## src/rtl/if_stage_pkg.sv

```systemverilog
// Shared definitions for the instruction-fetch stage: bus widths, stall bit
// positions, the NOP encoding and the misaligned-fetch helper.
package if_stage_pkg;

  localparam int unsigned InstAddrBus = 32;
  localparam int unsigned InstBus     = 32;
  localparam int unsigned StallW      = 2;

  localparam logic [InstAddrBus-1:0] ZeroWord = '0;
  localparam logic [InstBus-1:0]     Nop      = '0;

  // ctrl stall encoding: bit 0 holds the PC, bit 1 holds the IF/ID register
  localparam int unsigned StallPcBit = 0;
  localparam int unsigned StallIdBit = 1;

  // Word fetches need the two low address bits clear
  function automatic logic is_misaligned(input logic [1:0] lsb);
    return lsb != 2'b00;
  endfunction

endpackage

```

## src/rtl/if_stage_pc_reg.sv

```systemverilog
// Program counter with inst_rom chip enable and next-PC selection
// (flush > stall > branch > sequential).
module if_stage_pc_reg
  import if_stage_pkg::*;
#(
  parameter int unsigned         ADDR_W   = InstAddrBus,
  parameter logic [ADDR_W-1:0]   RESET_PC = '0
) (
  input  logic              clk,
  input  logic              rst_n,
  input  logic [StallW-1:0] stall_i,
  input  logic              flush_i,
  input  logic [ADDR_W-1:0] new_pc_i,
  input  logic              branch_flag_i,
  input  logic [ADDR_W-1:0] branch_target_i,
  output logic [ADDR_W-1:0] pc_o,
  output logic              ce_o
);

  logic [ADDR_W-1:0] pc_q, pc_d;
  logic              ce_q;

  // Next PC; a branch seen during a PC stall is dropped because ID re-presents it
  always_comb begin
    pc_d = pc_q;
    if (!ce_q) begin
      pc_d = RESET_PC;
    end else if (flush_i) begin
      pc_d = new_pc_i;
    end else if (stall_i[StallPcBit]) begin
      pc_d = pc_q;
    end else if (branch_flag_i) begin
      pc_d = branch_target_i;
    end else begin
      pc_d = pc_q + ADDR_W'(4);
    end
  end

  always_ff @(posedge clk or negedge rst_n) begin
    if (!rst_n) begin
      ce_q <= 1'b0;
      pc_q <= RESET_PC;
    end else begin
      ce_q <= 1'b1;
      pc_q <= pc_d;
    end
  end

  assign pc_o = pc_q;
  assign ce_o = ce_q;

endmodule

```

## src/rtl/if_stage.sv

```systemverilog
// Instruction-fetch stage: PC generation toward inst_rom and the IF/ID
// pipeline register feeding decode.
module if_stage
  import if_stage_pkg::*;
#(
  parameter int unsigned       ADDR_W   = InstAddrBus,
  parameter int unsigned       INST_W   = InstBus,
  parameter logic [ADDR_W-1:0] RESET_PC = '0
) (
  input  logic              clk,
  input  logic              rst,
  input  logic [StallW-1:0] stall,
  input  logic              flush,
  input  logic [ADDR_W-1:0] new_pc,
  input  logic              branch_flag,
  input  logic [ADDR_W-1:0] branch_target,
  input  logic [INST_W-1:0] inst_i,
  output logic [ADDR_W-1:0] pc,
  output logic              ce,
  output logic [ADDR_W-1:0] id_pc,
  output logic [INST_W-1:0] id_inst,
  output logic              id_adel
);

  logic [ADDR_W-1:0] id_pc_q, id_pc_d;
  logic [INST_W-1:0] id_inst_q, id_inst_d;
  logic              id_adel_q, id_adel_d;
  logic              adel_c;

  if_stage_pc_reg #(
    .ADDR_W   (ADDR_W),
    .RESET_PC (RESET_PC)
  ) u_pc_reg (
    .clk             (clk),
    .rst_n           (rst),
    .stall_i         (stall),
    .flush_i         (flush),
    .new_pc_i        (new_pc),
    .branch_flag_i   (branch_flag),
    .branch_target_i (branch_target),
    .pc_o            (pc),
    .ce_o            (ce)
  );

  assign adel_c = is_misaligned(pc[1:0]);

  // IF/ID: flush and ce=0 and (stall ID only) load a bubble, full stall holds
  always_comb begin
    id_pc_d   = id_pc_q;
    id_inst_d = id_inst_q;
    id_adel_d = id_adel_q;
    if (flush || !ce) begin
      id_pc_d   = '0;
      id_inst_d = INST_W'(Nop);
      id_adel_d = 1'b0;
    end else if (stall[StallIdBit] && stall[StallPcBit]) begin
      id_pc_d   = id_pc_q;
      id_inst_d = id_inst_q;
      id_adel_d = id_adel_q;
    end else if (stall[StallIdBit]) begin
      id_pc_d   = '0;
      id_inst_d = INST_W'(Nop);
      id_adel_d = 1'b0;
    end else begin
      id_pc_d   = pc;
      id_inst_d = adel_c ? INST_W'(Nop) : inst_i;
      id_adel_d = adel_c;
    end
  end

  always_ff @(posedge clk or negedge rst) begin
    if (!rst) begin
      id_pc_q   <= '0;
      id_inst_q <= INST_W'(Nop);
      id_adel_q <= 1'b0;
    end else begin
      id_pc_q   <= id_pc_d;
      id_inst_q <= id_inst_d;
      id_adel_q <= id_adel_d;
    end
  end

  assign id_pc   = id_pc_q;
  assign id_inst = id_inst_q;
  assign id_adel = id_adel_q;

endmodule

```

## config.mk

```make
export PLATFORM = sky130hd
export DESIGN_NAME = if_stage
export DESIGN_NICKNAME = d
export VERILOG_FILES = /design/src/rtl/if_stage_pkg.sv /design/src/rtl/if_stage_pc_reg.sv /design/src/rtl/if_stage.sv
export SDC_FILE = /design/constraint.sdc
export NUM_CORES = 1
export LEC_CHECK = 0
export CORE_MARGIN = 2
export CORE_UTILIZATION = 35
export DETAILED_ROUTE_END_ITERATION = 8
export HOLD_SLACK_MARGIN = 0.12
export PLACE_DENSITY_LB_ADDON = 0.05
export SYNTH_ARGS = -nofsm -noshare
export SYNTH_HDL_FRONTEND = slang
export SYNTH_HIERARCHICAL = 1
export SYNTH_SLANG_ARGS = --single-unit
```

## constraint.sdc

```tcl
create_clock -name clk -period 2.85 [get_ports clk]
set_input_delay 0.57 -clock clk [delete_from_list [all_inputs] [get_ports clk]]
set_output_delay 0.57 -clock clk [all_outputs]
set_load 0.01 [all_outputs]
```

**Yosys cells after proc, flatten, opt, wreduce, memory -nomap -nowiden**

Index checks and enable logic that the tools add are counted.
W data, S select, Z words.

- Add/subtract/negate cells: 1
- Eq/ne operators: 2
- Multiplexer cells: 14
- Reductions and logical operators: 4

Operator list:

| operator | count |
|---|---|
| $mux W32 | 11 |
| $add A32 B3 Y32 const B | 1 |
| $mux W1 | 3 |
| $ne A3 B3 Y1 const B | 1 |
| $ne A2 B2 Y1 const B | 1 |
| $reduce_bool A2 Y1 | 1 |
| $logic_and A1 B1 Y1 | 1 |
| $logic_not A1 Y1 | 1 |
| $logic_or A1 B1 Y1 | 1 |

- Register bits after elaboration: 98
- Input bits: 102

**Depth between registers and ports, before layout**

- Depth in word-level cells: 5
- Gate-level depth with buffers: 8

**Modules after synthesis**

Netlist, hierarchy kept.

Modules (own cells, without submodules):

| module | instances | cells an instance | area each (um^2) |
|---|---|---|---|
| if_stage_pc_reg | 1 | 308 | 2429.8 |
| if_stage | 1 | 151 | 2406.1 |

**Least setup slack after synthesis**

No wires, ideal clock.

- Path kind: register -> register
- Start point: reg u_pc_reg.pc_q[2], in the netlist u_pc_reg/pc_o[2]
- End point: reg u_pc_reg.pc_q[24], in the netlist u_pc_reg/pc_o[24]
- Setup time: 69 ps
- Arrival time: 1916 ps
- Required time: 2781 ps
- Path slack: 865 ps
- Cell stages (with the launch flop): 7
- Buffers on the path: 0
- Clock period less this slack: 1985 ps
- Cells stage by stage: dfrtp_1 > ha_1 > nand4_1 > nor3_2 > nand3_1 > or4_1 > nand3_1

- Word-level cells in the longest chain between the ends: 5

RTL lines:

| item | line | source |
|---|---|---|
| from (decl) | if_stage_pc_reg.sv:20 | `logic [ADDR_W-1:0] pc_q, pc_d;` |
| from (signal assigned) | if_stage_pc_reg.sv:45 | `pc_q <= pc_d;` |
| $add A32 B3 Y32 | if_stage_pc_reg.sv:35 | `pc_d = pc_q + ADDR_W'(4);` |
| $mux W32 | if_stage_pc_reg.sv:32 | `end else if (branch_flag_i) begin` |
| $mux W32 | if_stage_pc_reg.sv:30 | `end else if (stall_i[StallPcBit]) begin` |
| $mux W32 | if_stage_pc_reg.sv:28 | `end else if (flush_i) begin` |
| $mux W32 | if_stage_pc_reg.sv:26 | `if (!ce_q) begin` |

Every way passes these cells. The select of a mux whose other input is x is not followed.
A chain may end at the register's enable or synchronous reset.

**Worst setup path in the final report**

Ends and elaborated chain as after synthesis.

==> metrics.cfg <==
[synthesis]
synth_cell_types=55
synth_adder_area_share=0.002587
ys_ff_latch=98
synth_top_family_by_area=compound AO/OA/AOI/OAI gates
async_reset_ff_frac=1.000
syn_inst=459
synth_compound_area_frac=0.2740
synth_xor_area_frac=0
synth_edf_count=0
syn_avg_cell_area_um2=10.54
muxShareOfSynthArea=0.01035
yosysWarnings=6
syn_area_mm2=0.004836
yosys.area_share.simple=0.1514
ys.flop_type=dfrtp_1
synth_nets=562
ys_seq_area_frac=0.5071

[power_and_ir_drop]
power.density_mw_per_mm2=476.7
power_frac_seq=0.442
total_power_w=0.003513
ir_worst_vdd_uv=273.2
swShare=0.2630
p_leak_nw=3.032
internal_power_w=0.002589
power.share.clock=0.373
combPwrFrac=0.185
p_switching_w=0.0009241

[floorplan]
die_area_mm2=0.01477
die_w_um=121.5
ioPinCount=200
fp.dieH_um=121.5
initial_core_util=0.3623
core_mm2=0.01335
row_count=42

[clocking]
cts_max_level=3
cts_inserted_buffers=9
cts_resized=0
postCtsSetupBuffers=0
clkTransAtPathRegs_ns=0.07
clockBufferDepth=2
cts-root-buf=clkbuf_16
postCtsHoldBufs=0
cts_num_sinks=98
clock_latency_ns=0.34
cts_tree=done

[finish]
antenna_cells=0
fillers=1215
layout-drive-gt1-share=0.08169
final_cells=837
nets=759
syn2layout_area_growth_pct=52.39

[timing]
setup-violations-final=0
timing.fmax_mhz=406.2
fin_crit_sh=0.8638
finalSetupTns_ns=0
drv_slew=0
hold_viol=0
grt_setup_unrepaired=false
final.min_clock_period_ns=2.462
worst_slew_pin_slew_ns=0.6339
max-slew-margin-rel=0.5774
clock_skew_ns=0.007512

[routing]
drc=0
dr.pass1.iters=4
num_vias=4668
drtIter0Drc=289
postRouteAntennaNets=0
avgViaCountPerCell=5.577
wl_per_cell_um=18.74
wirelength_mm=15.68

[grt]
grt_pass1_vias=4631
grt_pass1_wl_mm=24.56
gr-total-overflow=0
grt_max_degree=66
grt_usage=0.2132
antenna_found_initial=0

[setup_path]
crit_fanout=6
end_kind=flip-flop
r2r_start=u_pc_reg/pc_o[2]
cpMostUsedCell=nand3_1
max_stage_delay_ns=0.54
rr_worst_depth=6
slowest_stage=or4_1
critPathRequiredTime_ns=3.13
crit_type=flip-flop to flip-flop
cp_cell_sequence=ha_1 > nand4_1 > nor3_2 > nand3_1 > or4_1 > nand3_1
startpoint_type=flip-flop
path_depth=6
worstPathArrival_ns=2.74
path_delay_family=simple AND/OR/NAND/NOR gates
startpoint=u_pc_reg/pc_o[2]
critPathBufInv=0

[place]
dp_cells=821
finalWeightedCongestion=0.7856
hpwl_mm=11.01
portBuffers=199

[hold_path]
hold_class=input pin to async pin

[outcome]
status=completed

[job]
maxCapViolations=0

[cell type report]
class	count	area, um2	area share
clock buffer	10	229.0	0.03107
timing repair buffer	221	2192	0.2975
sequential	98	2452	0.3328
multi-input combinational	311	2132	0.2893
tap	176	220.2	0.02988
inverter	15	56.30	0.007640
clock inverter	6	87.58	0.01188
[worst register-to-register path, delay by kind of cell, from the launching register on]
family | cells | cell delay, ns
DFF | 1 | 0.45
and+or+nand+nor | 5 | 1.69
adders and majority gates | 1 | 0.27
[power groups by stage]
stage / sequential (W) / clock, W / combinational [W]
6_report: 0.00155 / 0.00131 / 0.000651
5_1_grt: 0.00157 / 0.00141 / 0.000707
4_1_cts: 0.00155 / 0.00135 / 0.000657
3_5_place_dp: 0.00158 / 0 / 0.000654
3_3_place_gp: 0.00158 / 0 / 0.000647
2_1_floorplan: 0.00160 / 0 / 0.000216
[metal layers]
metal	wire length (um)	vias up	global-route usage
li1	-	2171	-
met5	0	-	0
met1	6817	2284	0.2864
met3	1093	20	0.03886
met4	267	0	0.08621
met2	7503	193	0.3420
[metrics by stage]
step | setup WS, ns | instance area [um2] | hold WS [ns] | utilization
after floorplan | 0.8649 | 4836 | 0.2744 | -
after global placement | 0.3936 | 7053 | 0.4718 | 0.5284
after detailed placement | 0.3392 | 7053 | 0.4792 | 0.5284
after CTS | 0.4107 | 7370 | 0.2668 | 0.5521
after global routing | 0.2683 | 7370 | 0.2944 | 0.5521
final | 0.3881 | 7370 | 0.2459 | 0.5521
[synthesized netlist by cell type (10+ instances only)]
library cell  instances  share of area
a21oi_1              16          0.017
a22o_1               35          0.063
a32o_1               32          0.066
clkbuf_1             16          0.012
dfrtp_1              98           0.51
inv_1                15          0.012
nand2_1              17          0.013
nand2b_1             10          0.013
nand3_1              15          0.016
nor2_1               39          0.030
nor3_1               11          0.011
o21ai_0              27          0.028
o22ai_1              15          0.019
[final timing paths]
path / end / slack [ns]
max: u_pc_reg/pc_o[24] / 0.39
min: id_inst[7] / 0.25
max reg2reg: u_pc_reg/pc_o[24] / 0.39
min reg2reg: id_inst[19] / 0.49
max in group asynchronous: id_inst[17] / 1.88
min in group clk: id_inst[19] / 0.49
[state kept, by name (all words and copies together) (netlist names)]
name	flops
id_pc	32
id_inst	32
u_pc_reg/ce_o	1
id_adel	1
u_pc_reg/pc_o	32
[logic make-up after synthesis]
group,Yosys count
AOI/OAI and AO/OA,173
adders and majority gates,1
buffers and inverters,50
DFF,98
muxes,5
other,1
and+or+nand+nor,131
[cell usage in the layout, fill, tap and decap left out, types with 11 or more instances in the layout]
| cell | Yosys | layout |
|---|---|---|
| nor2_1 | 39 | 38 |
| nand3_1 | 15 | 15 |
| o22ai_1 | 15 | 15 |
| a21oi_1 | 16 | 16 |
| a22o_1 | 35 | 35 |
| buf_4 | 5 | 20 |
| o21ai_0 | 27 | 27 |
| dfrtp_1 | 98 | 98 |
| clkdlybuf4s50_1 | 0 | 198 |
| a32o_1 | 32 | 32 |
| inv_1 | 15 | 15 |
| nor3_1 | 11 | 11 |
| nand2_1 | 17 | 17 |
(Power assumes the default switching activity.)
